`src/rtl/uart_tx_sequencer.sv`:
```
// Bus master that programs the uart prescaler and enable, then drains a byte FIFO into tx_data,
// polling the status register before every byte. Optional bus timeout: UART_TX_SEQ_BUS_TIMEOUT_EN.
module uart_tx_sequencer #(
    parameter int         FIFO_DEPTH     = 8,
    parameter logic [4:0] STATUS_OFFSET  = 5'h08,
    parameter int         TX_BUSY_BIT    = 0,
    parameter int         TIMEOUT_CYCLES = 64
) (
    input  logic        i_clk,
    input  logic        i_reset,
    input  logic        i_start,
    input  logic [31:0] i_cfg_prescaler,
    input  logic        i_in_valid,
    input  logic [7:0]  i_in_data,
    output logic        o_in_ready,
    output logic        o_select,
    output logic [3:0]  o_wstrb,
    output logic [4:0]  o_addr,
    output logic [31:0] o_data_o,
    input  logic        i_ready,
    input  logic [31:0] i_data_i,
    output logic        o_cfg_done,
    output logic        o_busy,
    output logic        o_err
);
    localparam int          AW         = $clog2(FIFO_DEPTH);
    localparam logic [AW:0] PTR_ONE    = 1;
    localparam logic [4:0]  ADDR_CTRL  = 5'h00;
    localparam logic [4:0]  ADDR_PRESC = 5'h04;
    localparam logic [4:0]  ADDR_TX    = 5'h10;
    localparam logic [3:0]  WSTRB_WR   = 4'b1111;
    localparam logic [3:0]  WSTRB_RD   = 4'b0000;
    localparam logic [31:0] EN_WORD    = 32'h2;

    typedef enum logic [2:0] {
        S_IDLE,
        S_CFG_PRESC,
        S_CFG_EN,
        S_DRAIN_WAIT,
        S_POLL,
        S_WRITE_TX,
        S_GAP
    } state_t;

    state_t      r_state, w_state_nxt;
    state_t      r_gap_next, w_gap_nxt;
    logic        r_select, w_select_nxt;
    logic [3:0]  r_wstrb, w_wstrb_nxt;
    logic [4:0]  r_addr, w_addr_nxt;
    logic [31:0] r_data, w_data_nxt;
    logic        r_cfg_done, w_cfg_done_nxt;

    logic [AW:0] r_wr_ptr, r_rd_ptr;
    logic [7:0]  r_mem [FIFO_DEPTH];
    logic        w_full, w_empty, w_push, w_pop;
    logic        w_done, w_timeout, w_tx_busy;
    logic [7:0]  w_head;
    logic        w_unused_data;

    // ------------------------------------------------------------------
    // Byte FIFO: wrap bit distinguishes full from empty
    // ------------------------------------------------------------------
    assign w_empty    = (r_wr_ptr == r_rd_ptr);
    assign w_full     = (r_wr_ptr[AW] != r_rd_ptr[AW]) &&
                        (r_wr_ptr[AW-1:0] == r_rd_ptr[AW-1:0]);
    assign w_push     = i_in_valid && !w_full;
    assign w_head     = r_mem[r_rd_ptr[AW-1:0]];
    assign o_in_ready = !w_full;

    always_ff @(posedge i_clk) begin
        if (i_reset) begin
            r_wr_ptr <= '0;
            r_rd_ptr <= '0;
        end else begin
            if (w_push) r_wr_ptr <= r_wr_ptr + PTR_ONE;
            if (w_pop)  r_rd_ptr <= r_rd_ptr + PTR_ONE;
        end
    end

    always_ff @(posedge i_clk) begin
        if (w_push) r_mem[r_wr_ptr[AW-1:0]] <= i_in_data;
    end

    // ready only means something while a transaction is outstanding
    assign w_done        = r_select && i_ready;
    assign w_tx_busy     = i_data_i[TX_BUSY_BIT];
    assign w_unused_data = ^i_data_i;

    // ------------------------------------------------------------------
    // Optional bus watchdog
    // ------------------------------------------------------------------
`ifdef UART_TX_SEQ_BUS_TIMEOUT_EN
    localparam int            TW      = $clog2(TIMEOUT_CYCLES + 1);
    localparam logic [TW-1:0] TO_LAST = TW'(TIMEOUT_CYCLES - 1);
    localparam logic [TW-1:0] TO_ONE  = 1;

    logic [TW-1:0] r_to_cnt;
    logic          r_err;

    always_ff @(posedge i_clk) begin
        if (i_reset || !r_select) r_to_cnt <= '0;
        else                      r_to_cnt <= r_to_cnt + TO_ONE;
    end

    assign w_timeout = r_select && !i_ready && (r_to_cnt == TO_LAST);

    always_ff @(posedge i_clk) begin
        if (i_reset)        r_err <= 1'b0;
        else if (w_timeout) r_err <= 1'b1;
    end

    assign o_err = r_err;
`else
    logic [31:0] w_unused_timeout;
    assign w_unused_timeout = TIMEOUT_CYCLES;
    assign w_timeout        = 1'b0;
    assign o_err            = 1'b0;
`endif

    // ------------------------------------------------------------------
    // Sequencer FSM: bus fields are loaded on entry to a bus state so
    // select rises on the same edge the state changes
    // ------------------------------------------------------------------
    always_ff @(posedge i_clk) begin
        if (i_reset) begin
            r_state    <= S_IDLE;
            r_gap_next <= S_IDLE;
            r_select   <= 1'b0;
            r_wstrb    <= '0;
            r_addr     <= '0;
            r_data     <= '0;
            r_cfg_done <= 1'b0;
        end else begin
            r_state    <= w_state_nxt;
            r_gap_next <= w_gap_nxt;
            r_select   <= w_select_nxt;
            r_wstrb    <= w_wstrb_nxt;
            r_addr     <= w_addr_nxt;
            r_data     <= w_data_nxt;
            r_cfg_done <= w_cfg_done_nxt;
        end
    end

    always_comb begin
        w_state_nxt    = r_state;
        w_gap_nxt      = r_gap_next;
        w_select_nxt   = r_select;
        w_wstrb_nxt    = r_wstrb;
        w_addr_nxt     = r_addr;
        w_data_nxt     = r_data;
        w_cfg_done_nxt = r_cfg_done;
        w_pop          = 1'b0;

        case (r_state)
            S_IDLE: begin
                if (i_start) begin
                    w_state_nxt  = S_CFG_PRESC;
                    w_select_nxt = 1'b1;
                    w_wstrb_nxt  = WSTRB_WR;
                    w_addr_nxt   = ADDR_PRESC;
                    w_data_nxt   = i_cfg_prescaler;
                end
            end
            S_CFG_PRESC: begin
                if (w_done) begin
                    w_select_nxt = 1'b0;
                    w_state_nxt  = S_GAP;
                    w_gap_nxt    = S_CFG_EN;
                end
            end
            S_CFG_EN: begin
                if (w_done) begin
                    w_select_nxt   = 1'b0;
                    w_cfg_done_nxt = 1'b1;
                    w_state_nxt    = S_DRAIN_WAIT;
                end
            end
            S_DRAIN_WAIT: begin
                if (!w_empty) begin
                    w_state_nxt  = S_POLL;
                    w_select_nxt = 1'b1;
                    w_wstrb_nxt  = WSTRB_RD;
                    w_addr_nxt   = STATUS_OFFSET;
                    w_data_nxt   = '0;
                end
            end
            S_POLL: begin
                if (w_done) begin
                    w_select_nxt = 1'b0;
                    w_state_nxt  = S_GAP;
                    w_gap_nxt    = w_tx_busy ? S_POLL : S_WRITE_TX;
                end
            end
            S_WRITE_TX: begin
                if (w_done) begin
                    w_select_nxt = 1'b0;
                    w_pop        = 1'b1;
                    w_state_nxt  = S_GAP;
                    w_gap_nxt    = S_DRAIN_WAIT;
                end
            end
            S_GAP: begin
                w_state_nxt = r_gap_next;
                case (r_gap_next)
                    S_CFG_EN: begin
                        w_select_nxt = 1'b1;
                        w_wstrb_nxt  = WSTRB_WR;
                        w_addr_nxt   = ADDR_CTRL;
                        w_data_nxt   = EN_WORD;
                    end
                    S_POLL: begin
                        w_select_nxt = 1'b1;
                        w_wstrb_nxt  = WSTRB_RD;
                        w_addr_nxt   = STATUS_OFFSET;
                        w_data_nxt   = '0;
                    end
                    S_WRITE_TX: begin
                        w_select_nxt = 1'b1;
                        w_wstrb_nxt  = WSTRB_WR;
                        w_addr_nxt   = ADDR_TX;
                        w_data_nxt   = {24'd0, w_head};
                    end
                    default: ;
                endcase
            end
            default: w_state_nxt = S_IDLE;
        endcase

        // an abandoned transaction leaves the uart unconfigured as far as we know
        if (w_timeout) begin
            w_select_nxt   = 1'b0;
            w_state_nxt    = S_IDLE;
            w_cfg_done_nxt = 1'b0;
        end
    end

    assign o_select   = r_select;
    assign o_wstrb    = r_wstrb;
    assign o_addr     = r_addr;
    assign o_data_o   = r_data;
    assign o_cfg_done = r_cfg_done;
    assign o_busy     = (r_state != S_IDLE) && (r_state != S_DRAIN_WAIT);

endmodule
```
`config.mk`:
```
export PLATFORM = sky130hd
export DESIGN_NAME = uart_tx_sequencer
export DESIGN_NICKNAME = d
export VERILOG_FILES = /design/src/rtl/uart_tx_sequencer.sv
export SDC_FILE = /design/constraint.sdc
export NUM_CORES = 1
export LEC_CHECK = 0
export BUFFER_PORTS_ARGS = -buffer_cell sky130_fd_sc_hd__buf_2
export CORE_MARGIN = 1.5
export CORE_UTILIZATION = 52
export CTS_BUF_LIST = sky130_fd_sc_hd__clkbuf_16
export DETAILED_ROUTE_END_ITERATION = 8
export PLACE_DENSITY = 0.79
export RECOVER_POWER = 100
export SLEW_MARGIN = 20
export SYNTH_ARGS = -nofsm -noshare
export SYNTH_HDL_FRONTEND = slang
export SYNTH_SLANG_ARGS = --single-unit
```
`constraint.sdc`:
```
create_clock -name i_clk -period 2.5 [get_ports i_clk]
set_input_delay 0.5 -clock i_clk [delete_from_list [all_inputs] [get_ports i_clk]]
set_output_delay 0.5 -clock i_clk [all_outputs]
set_load 0.1 [all_outputs]
```
==> run summary <==
- **largest area contributor in the netlist** sky130_fd_sc_hd__edfxtp_1
- **logic depth of the worst setup path including buffers** 3
- **count of antenna-violating nets left after detailed routing** 0
- **worst-case headroom to the max-slew limit** 20.3%
- **total congestion overflow** 0
- **first-pass iteration count of the detailed router** 7
- **endpoint of the worst register-to-register path** r_mem[5][1]
- **maximum clock skew at final layout** 6.40 ps
- **unrepaired setup endpoints after global routing** false
- **clock sink total** 119
- **result of the run** complete, but fails checks
- **violated checks** DRC
- **Finish-stage setup viols** 0
- **DIE HEIGHT** 98.6 um
- **vias per std cell** 5.68
- **insertion delay of the later-clocked pin in the worst-skew pair** 400 ps
- **Yosys reg bits** 119
- **crit path cell chain** nor2b_1 -> or3_1 -> buf_2
- **Mapped Avg Cell Area** 13.0 um2
- **setup bufs post-CTS** 0
- **main flop type after synthesis** sky130_fd_sc_hd__edfxtp_1
- **worst setup slack for register-to-register paths** 240 ps
- **proportion of synthesized area in mux cells** 7.71%
- **routability congestion estimate from global placement** 0.780
- **leading cell type in the layout, fill and taps excluded** sky130_fd_sc_hd__edfxtp_1
- **Critical-path top delay cell** sky130_fd_sc_hd__dfxtp_1
- **antenna violations before repair** 0
- **half-perimeter wire length after placement** 6660 um
- **number of instances resized during post-cts repair** 0
- **type of the setup path with the least slack** flop to output port
- **shortest period the worst path allows** 2360 ps
- **number of unique standard cell types used by synthesis** 48
- **Tot GR Track Use** 22.8%
- **via count** 3325
- **Tot Pwr** 7.00 mW
- **CP bufs+invs** 1
- **Tcrit/Tclk final** 94.4%
- **Worst-Margin Slew** 1200 ps
- **routed wire length per instance** 18.4 um
- **synthesized-area fraction occupied by ao, oa, aoi and oai cells** 13.8%
- **Data required, critical path** 2000 ps
- **number of cell instances on the worst register-to-register path** 6
- **fraction of layout instances using a drive strength above 1** 18.4%
- **cell area power density** 1200 mW/mm2
- **chip width** 98.6 um
- **count of port buffers added during placement** 88
- **sum of negative setup slack** 0 ps
- **post-synthesis instance total** 367
- **Max Freq** 424 MHz
- **Core Region** 0.00881 mm2
- **Crit path max-delay family** flip-flops
- **share of the synthesized area in the top cell type** 40.4%
- **Total Wirelength** 10800 um
- **number of buffers between clock root and the deepest sink** 2
- **TritonCTS clock tree** built
- **global-route wire length before repair** 16700 um
- **worst flop-to-flop path startpoint** r_wr_ptr[0]
- **share of the synthesized netlist area taken by xor and xnor gates** 1.84%
- **endpoint arrival time on the critical path** 1860 ps
- **startpoint of the worst setup timing path** r_state[0]
- **Non-Filler Instances** 585
- **number of antenna repair diodes** 0
- **sequential-to-total area share from yosys stat** 63.6%
- **DRC marker count from the first detailed-route iteration** 293
- **top cells by area in the synthesized netlist** sky130_fd_sc_hd__edfxtp_1 (40%), sky130_fd_sc_hd__dfxtp_1 (23%), sky130_fd_sc_hd__mux2i_1 (6.5%)
- **clock buffer count from CTS** 17
- **Top-Level Pins** 123
- **Startpoint Class** flop
- **number of nets in the final layout** 543
- **fraction of registers with async set/reset** 0%
- **dominant combinational cell family by area after synthesis** compound AO/OA/AOI/OAI gates
- **peak per-stage delay on the critical path** 640 ps
- **leading cell types in the layout, fill and taps excluded** sky130_fd_sc_hd__edfxtp_1 (64), sky130_fd_sc_hd__dfxtp_1 (55), sky130_fd_sc_hd__clkbuf_1 (54)
- **count of flip-flops with a built-in enable after synthesis** 64
- **layout-stage area growth over the synthesis result** 22.4%
- **final count of hold timing violations** 0
- **peak fanout along the critical path** 16
- **Crit. End Element** output port
- **CTS HTree Levels** 4
- **IR Drop Worst-Case VDD** 0.000762 V
- **leakage power** 2.13 nW
- **hold crit path type** primary input to flop
- **instance count after placement with tap cells included** 552
- **count of yosys warnings during synthesis** 0
- **full die area** 0.00972 mm2
- **synthesized cell area** 0.00475 mm2
- **Clock Root Buffer** sky130_fd_sc_hd__clkbuf_16
- **termination of the worst setup path** o_busy
- **initial standard-cell utilization of the core** 54.0%
- **adder and majority cell fraction of the synthesized area** 0.526%
- **simple-gate share of the synthesized area** 8.79%
- **vias in the first global route** 3312
- **row count** 34
- **largest net degree at the start of global routing** 31
- **maximum capacitance violations** 0
- **Final Slew Violations** 0
- **clock-pin slew of the registers on the worst-case setup and hold paths** 50 ps
- **cts hold-fix bufs** 0
- **DRC violation count after routing** 6
-- where the power goes --
group	switching (mW)	internal (mW)
combinational	1.86	0.401
sequential	0.148	2.27
clock	0.822	1.49
-- per-layer routing --
metal / part of all wire, % / routed length (um) / up-vias / GRT usage (%)
li1: - / - / 1581 / -
met2: 50 / 5390 / 130 / 36.2
met5: 0 / 0 / - / 0
met3: 6.4 / 691 / 10 / 6.74
met4: 1.1 / 116 / 0 / 9.56
met1: 42 / 4580 / 1604 / 29.6
-- worst reg2reg max path: cells and delay by family, from the launching register on --
family | cells | cell delay [ps]
compound gates | 1 | 230
xor+xnor | 1 | 150
buf+inv | 2 | 740
flops | 1 | 510
simple gates | 2 | 280
-- cell usage after synthesis (all sizes together), types with 5 or more instances --
cell,instances
mux2i,31
buf,19
a32oi,8
edfxtp,64
nand2,13
a22o,26
nor2,35
xnor2,5
a211oi,10
dfxtp,55
clkbuf,11
a21oi,7
o21ai,5
a22oi,17
nand2b,9
xor2,5
inv,5
-- cell families after synthesis --
kind of cell               after synthesis
AOI/OAI and AO/OA                       83
xor gates and xnor gates                10
adders and majority gates                2
buffers and inverters                   35
DFF                                    119
muxes                                   34
other                                    1
and+or+nand+nor                         83
-- layout make-up --
type | instances | area [um2]
Fill cell | 647 | 2990
Clock inverter | 14 | 115
Inverter | 5 | 18.8
Sequential cell | 119 | 3020
Clock buffer | 18 | 450
Multi-Input combinational cell | 215 | 1580
Tap cell | 108 | 135
Timing Repair Buffer | 106 | 499
-- registers in the layout, summed over array words and instances (netlist names), named ones only --
| signal | count |
|---|---|
| r_mem | 64 |
| o_data_o | 32 |
| r_rd_ptr | 4 |
| r_wr_ptr | 4 |
| o_addr | 3 |
| r_gap_next | 3 |
| r_state | 3 |
| o_cfg_done | 1 |
| o_select | 1 |
| o_wstrb | 1 |
-- stage by stage --
step                setup slack [ps]  hold WS [ps]  utilization (%)  instance area [um2]
floorplan                        309           483                -                 4760
global placement                 386           430             60.6                 5330
detailed placement               197           436             60.6                 5330
CTS                              127           296             67.0                 5900
global route                    17.7           303             66.1                 5820
finish                           139           312             66.1                 5820
-- worst min-delay path by stage --
stage,start,end,cells past startpoint
2_1_floorplan,r_gap_next[1],r_gap_next[1],2
3_3_place_gp,o_addr[2],o_addr[2],1
3_5_place_dp,o_addr[2],o_addr[2],1
4_1_cts,i_cfg_prescaler[19],o_data_o[19],2
5_1_grt,i_cfg_prescaler[19],o_data_o[19],2
6_report,i_cfg_prescaler[17],o_data_o[17],2
Power figures use the tool's default switching activity.
